[src/rtl/rc5_pkg.sv]
// RC5-32/12/16 shared constants and key-schedule state encoding.
package rc5_pkg;
    localparam int W  = 32;
    localparam int R  = 12;
    localparam int T  = 2 * (R + 1);
    localparam int C  = 4;
    localparam int IW = $clog2(T);
    localparam int JW = $clog2(C);
    localparam int NW = 7;

    localparam logic [31:0] P32 = 32'hB7E1_5163;
    localparam logic [31:0] Q32 = 32'h9E37_79B9;

    typedef enum logic [1:0] {
        IDLE,
        INIT,
        MIX,
        DONE
    } state_t;
endpackage

[src/rtl/rc5_rotl.sv]
// 32-bit combinational left rotate by a 5-bit amount.
module rc5_rotl (
    input  logic [31:0] data,
    input  logic [4:0]  amt,
    output logic [31:0] y
);
    logic [63:0] dd;

    assign dd = {data, data} << amt;
    assign y  = dd[63:32];
endmodule

[src/rtl/rc5_key_expand.sv]
// RC5-32/12/16 key expansion: S table build plus 78 mixing steps,
// exposed to the decryption stage through an async read port.
module rc5_key_expand #(
    parameter int W = 32,
    parameter int T = 26,
    parameter int C = 4
) (
    input  logic           clk,
    input  logic           clr,
    input  logic [C*W-1:0] key,
    input  logic           key_valid,
    output logic           busy,
    output logic           keys_ready,
    input  logic [4:0]     rk_addr,
    output logic [W-1:0]   rk_data
);
    import rc5_pkg::*;

    state_t        state;
    logic [W-1:0]  s [T];
    logic [W-1:0]  l [C];
    logic [W-1:0]  a, b, acc;
    logic [IW-1:0] i;
    logic [JW-1:0] j;
    logic [NW-1:0] cnt;

    logic [W-1:0]  s_i, sum1, a_n, ab, sum2, b_n;
    logic          accept;

    assign accept = (state == IDLE || state == DONE) && key_valid;

    assign s_i  = s[i];
    assign sum1 = s_i + a + b;
    assign ab   = a_n + b;
    assign sum2 = l[j] + ab;

    rc5_rotl u_rot3 (
        .data (sum1),
        .amt  (5'd3),
        .y    (a_n)
    );

    rc5_rotl u_rotv (
        .data (sum2),
        .amt  (ab[4:0]),
        .y    (b_n)
    );

    always_ff @(posedge clk or negedge clr) begin
        if (!clr) begin
            state      <= IDLE;
            busy       <= 1'b0;
            keys_ready <= 1'b0;
            a          <= '0;
            b          <= '0;
            acc        <= '0;
            i          <= '0;
            j          <= '0;
            cnt        <= '0;
        end else begin
            unique case (state)
                IDLE, DONE: begin
                    if (key_valid) begin
                        state      <= INIT;
                        busy       <= 1'b1;
                        keys_ready <= 1'b0;
                        a          <= '0;
                        b          <= '0;
                        i          <= '0;
                        j          <= '0;
                        cnt        <= '0;
                        acc        <= P32;
                    end
                end
                INIT: begin
                    acc <= acc + Q32;
                    if (cnt == NW'(T - 1)) begin
                        cnt   <= '0;
                        state <= MIX;
                    end else begin
                        cnt <= cnt + 1'b1;
                    end
                end
                MIX: begin
                    a <= a_n;
                    b <= b_n;
                    i <= (i == IW'(T - 1)) ? '0 : i + 1'b1;
                    j <= (j == JW'(C - 1)) ? '0 : j + 1'b1;
                    if (cnt == NW'(3 * T - 1)) begin
                        state      <= DONE;
                        busy       <= 1'b0;
                        keys_ready <= 1'b1;
                    end else begin
                        cnt <= cnt + 1'b1;
                    end
                end
                default: state <= IDLE;
            endcase
        end
    end

    // Table and key words carry no reset; reads are masked by keys_ready.
    always_ff @(posedge clk) begin
        if (accept) begin
            for (int n = 0; n < C; n++) begin
                l[n] <= key[n*W +: W];
            end
        end else if (state == INIT) begin
            s[cnt[IW-1:0]] <= acc;
        end else if (state == MIX) begin
            s[i] <= a_n;
            l[j] <= b_n;
        end
    end

    always_comb begin
        rk_data = '0;
        if (keys_ready && rk_addr < 5'(T)) begin
            rk_data = s[rk_addr];
        end
    end
endmodule

[config.mk]
export PLATFORM = sky130hd
export DESIGN_NAME = rc5_key_expand
export DESIGN_NICKNAME = d
export VERILOG_FILES = /design/src/rtl/rc5_pkg.sv /design/src/rtl/rc5_rotl.sv /design/src/rtl/rc5_key_expand.sv
export SDC_FILE = /design/constraint.sdc
export NUM_CORES = 2
export LEC_CHECK = 0
export CAP_MARGIN = 20
export CORE_UTILIZATION = 57
export DETAILED_ROUTE_END_ITERATION = 6
export PLACE_DENSITY = 0.71
export SYNTH_ARGS = -nofsm -noshare
export SYNTH_HDL_FRONTEND = slang
export SYNTH_SLANG_ARGS = --single-unit
[constraint.sdc]
create_clock -name clk -period 14 [get_ports clk]
set_clock_uncertainty 0.15 [all_clocks]
set_input_delay 2.1 -clock clk [delete_from_list [all_inputs] [get_ports clk]]
set_output_delay 2.1 -clock clk [all_outputs]
set_load 0.02 [all_outputs]
==> results.md <==
- The depth of the CTS H-tree is 3.
- In the routed layout, each cell is associated on average with a via count of 7.09.
- The met3 track utilization from global routing is under 10%.
- The number of gates resized after CTS was 0.
- The most used cell along the critical path is sky130_fd_sc_hd__a21o_1.
- The number of endpoints with negative hold slack in the final report is 0.
- The buffer cell driving the clock tree root is sky130_fd_sc_hd__clkbuf_16.
- After synthesis, the share of flip-flops with an asynchronous set or reset is 10.6%.
- For this run, the share of the core covered by cells in the final layout is 64.5%.
- For this configuration, the core starts out at a cell density of 57.4%.
- The die height is 322 um.
- Once the clock tree was built, the setup fixing pass inserted 0 buffers.
- The number of cell rows is around 120.
- Across the run, the number of max-cap violations was 0.
- After synthesis the cells add up to between 50000 and 60000 um^2.
- The remaining antenna violation count after routing is 0.
- The first-iteration detailed-routing DRC count is just over 5000.
- The worst setup path is launched from a flop.
- During I/O placement, the number of pins put on the boundary was 170.
- The maximum fanout encountered on the critical timing path is 49.
- The launching element of the worst setup path is i[0]$_DFFE_PN0P_.
- Setup repair after global routing left no endpoint under its margin.
- The startpoint of the lowest-slack register-to-register path is i[0]$_DFFE_PN0P_.
- Entering global routing, the biggest net connects 114 pins.
- The number of optimization iterations in the first detailed-route pass is 5.
- The most used flip-flop cell after synthesis is sky130_fd_sc_hd__edfxtp_1.
- Of the available clock period, the critical path in the final layout requires 93.7%.
- In this run the most used layer during global routing was met2.
- The via count of the first global-routing pass is 40000.
- The worst path in the final design needs a cycle of 13.12 ns, including I/O delays and setup.
- Cells with a size suffix above 1 make up a little under a fifth of the layout.
- The min-delay analysis places its worst path in the category flop to flop.
- Buffers inserted to repair hold after CTS numbered 0.
- Counting along the longest clock path gives a buffer depth of 3.
- The global-route usage over all layers is 35.2%.
- The leftover overflow at the end of global routing is 0.
- Yosys attributes the largest share of cell area to sky130_fd_sc_hd__edfxtp_1, sky130_fd_sc_hd__mux4_2, sky130_fd_sc_hd__dfrtp_1.
- At the end of routability-driven placement, the weighted congestion stood at 1.03.
- The critical path's top delay family is compound AO/OA/AOI/OAI gates.
- The arrival time reported for the critical path endpoint is about 13 ns.
- Global routing used 55.0% of the available met2 tracks.
- The total wire length is 181 mm.
- The number of sinks on the clock net is approximately 1100.
- The detailed placer's ending HPWL is about 110 mm.
- The antenna diode count is 0.
- The met1 track utilization from global routing is 48.2%.
- Counting flops with a built-in enable in the synthesized netlist gives 960.
- The number of register bits inferred by synthesis is around 1100.
- The worst slew margin relative to its limit is between 20% and 30%.
- After detailed routing, the average wire length per cell comes to 31.3 um.
- The initial antenna violation count came to 2.
- Together, buffers and inverters on the worst path number 2.
- The startpoint of the tightest hold check path is cnt[6]$_DFFE_PN0P_.
- Of the synthesized area, sequential elements account for a little over half.
- The worst setup path is captured at a flop.
- In this run the standard cell core region covers 102000 um^2.
- The die covers 104000 um^2.
- The number of nets in the final layout is 4599.
- The number of DRC violations after detailed routing is 0.
- The first global-routing pass estimated 265 mm of wire.
- For the final routed database, the setup TNS stands at 0 ns.
- The largest stage delay on the critical path is about 1.1 ns.
- Buffers inserted during clock tree synthesis total 113.
- The mean instance size in the synthesized netlist is around 14 um^2.
- The top cell type by area accounts for 49.4% of the synthesized area.
- The clock transition at the registers of the reported paths is 0.06 ns.
- The run finished with clean final reports.
- The cell type with the highest aggregate area in the netlist is sky130_fd_sc_hd__edfxtp_1.
- The count of buffers added on input and output ports is 169.
- For this run, the number of Yosys warnings is 0.
- The slowest stage of the critical path belongs to the cell sky130_fd_sc_hd__dfrtp_4.
- The maximum frequency from static timing analysis is 0.0762 GHz.
- At the pin with the least slew margin, the transition time is roughly 1.1 ns.
- The total setup violations reported at the end of the flow is 0.
- The final route contains 41100 vias.
- The synthesized netlist contains ~90 unique library cells.
- Compared with the post-synthesis result, the final layout area differs by 12.3%.
- The critical path is of the flop to flop type.
- The clock reaches the later pin of the worst-skew pair after 0.75 ns.
- STA puts the critical path data required time at 14.29 ns.
- The die is 322 um wide.
- The number of nets handed over by synthesis was 4511.
- The TritonCTS clock tree is done.
- The number of cells produced by synthesis is 4241.
- The max-slew violation count is 0.
per-stage QoR:
stage	instances	hold slack, ns	setup slack, ns	instance area, um^2
3_5_place_dp	5581	0.354	1.08	61800
5_1_grt	5794	0.378	0.111	65600
4_1_cts	5793	0.367	0.989	65600
2_1_floorplan	4241	0.311	2.29	58400
3_3_place_gp	5579	0.345	1.20	61800
6_report	5794	0.367	0.876	65600
path summary, 6_finish.rpt:
check                                          end  slack [ns]  cells after the start
max in group asynchronous         i[0]$_DFFE_PN0P_       10.96                      2
worst max-delay path            l[0][15]$_DFFE_PP_        0.88                     41
min in group asynchronous        b[20]$_DFFE_PN0P_        1.30                      1
worst min-delay path            cnt[6]$_DFFE_PN0P_        0.37                      1
worst max register to register  l[0][15]$_DFFE_PP_        0.88                     41
worst min register to register  cnt[6]$_DFFE_PN0P_        0.37                      1
synth_stat cells, types with 9 or more instances:
library cell	count
sky130_fd_sc_hd__o21ai_0	235
sky130_fd_sc_hd__a31oi_1	28
sky130_fd_sc_hd__o21a_1	22
sky130_fd_sc_hd__o31ai_1	17
sky130_fd_sc_hd__o221ai_1	43
sky130_fd_sc_hd__mux4_2	396
sky130_fd_sc_hd__mux2i_1	216
sky130_fd_sc_hd__edfxtp_1	960
sky130_fd_sc_hd__dfrtp_1	114
sky130_fd_sc_hd__nor2_1	272
sky130_fd_sc_hd__nor3_1	76
sky130_fd_sc_hd__and2_1	50
sky130_fd_sc_hd__a22oi_1	32
sky130_fd_sc_hd__a21oi_1	286
sky130_fd_sc_hd__o21bai_1	19
sky130_fd_sc_hd__a21o_1	50
sky130_fd_sc_hd__nand4_1	22
sky130_fd_sc_hd__a22o_1	34
sky130_fd_sc_hd__nor2b_1	42
sky130_fd_sc_hd__o22ai_1	43
sky130_fd_sc_hd__inv_1	39
sky130_fd_sc_hd__o211ai_1	21
sky130_fd_sc_hd__or3_1	10
sky130_fd_sc_hd__buf_1	55
sky130_fd_sc_hd__nand2_1	247
sky130_fd_sc_hd__clkbuf_1	223
sky130_fd_sc_hd__and3_1	25
sky130_fd_sc_hd__nand3_1	48
sky130_fd_sc_hd__mux2_2	69
sky130_fd_sc_hd__or2_2	15
sky130_fd_sc_hd__xor2_1	34
sky130_fd_sc_hd__nand2b_1	26
sky130_fd_sc_hd__ha_1	100
sky130_fd_sc_hd__nor4_1	16
sky130_fd_sc_hd__fa_1	34
sky130_fd_sc_hd__o21ai_1	13
sky130_fd_sc_hd__a211oi_1	104
sky130_fd_sc_hd__buf_2	9
sky130_fd_sc_hd__xnor2_1	64
cells in the final DEF, fill, tap and decap left out, types with 50 or more instances in the layout:
master | Yosys | layout
sky130_fd_sc_hd__buf_4 | 5 | 94
sky130_fd_sc_hd__a21oi_1 | 286 | 285
sky130_fd_sc_hd__clkdlybuf4s50_1 | 0 | 163
sky130_fd_sc_hd__nor3_1 | 76 | 76
sky130_fd_sc_hd__nand2_1 | 247 | 245
sky130_fd_sc_hd__mux2_2 | 69 | 69
sky130_fd_sc_hd__xnor2_1 | 64 | 63
sky130_fd_sc_hd__o21ai_0 | 235 | 234
sky130_fd_sc_hd__and2_1 | 50 | 50
sky130_fd_sc_hd__dfrtp_1 | 114 | 108
sky130_fd_sc_hd__edfxtp_1 | 960 | 960
sky130_fd_sc_hd__ha_1 | 100 | 99
sky130_fd_sc_hd__nor2_1 | 272 | 246
sky130_fd_sc_hd__a21o_1 | 50 | 50
sky130_fd_sc_hd__mux2i_1 | 216 | 216
sky130_fd_sc_hd__clkbuf_16 | 0 | 114
sky130_fd_sc_hd__mux4_2 | 396 | 396
sky130_fd_sc_hd__a211oi_1 | 104 | 104
per-layer routing:
layer | routed length [um] | up-vias
met1 | 69200 | 20900
met2 | 85000 | 2500
met4 | 8140 | 4
met3 | 19100 | 455
met5 | 28 | -
li1 | - | 17200
final cells by class:
cell class              instances  area (um^2)
fillers                      7389        36200
flip-flops and latches       1074        31700
multi-input cells            2833        25700
clock buffers                 127         2920
repair buffers                267         2500
well taps                    1368         1710
clock inverters                85          886
inverters                      40          153
registers in the layout (all words and copies together) (netlist names):
signal      flops
a              32
acc            32
b              32
busy            1
cnt             7
i               5
j               2
keys_ready      1
l             128
s             832
state           2
cells by family (layout without fill, tap and decap cells):
group	count (synthesis)	after routing	share of synthesized area (%)
flops	1074	1074	54.2
compound gates	1051	1051	11.6
simple gates	869	869	6.90
mux	681	681	20.3
buf+inv	334	519	2.20
fa+ha+maj	134	134	3.31
xor+xnor	98	98	1.47
Power is left out: the tool's default activity adds up to more than one toggle a clock period on the data nets, which glitch-free logic cannot reach.
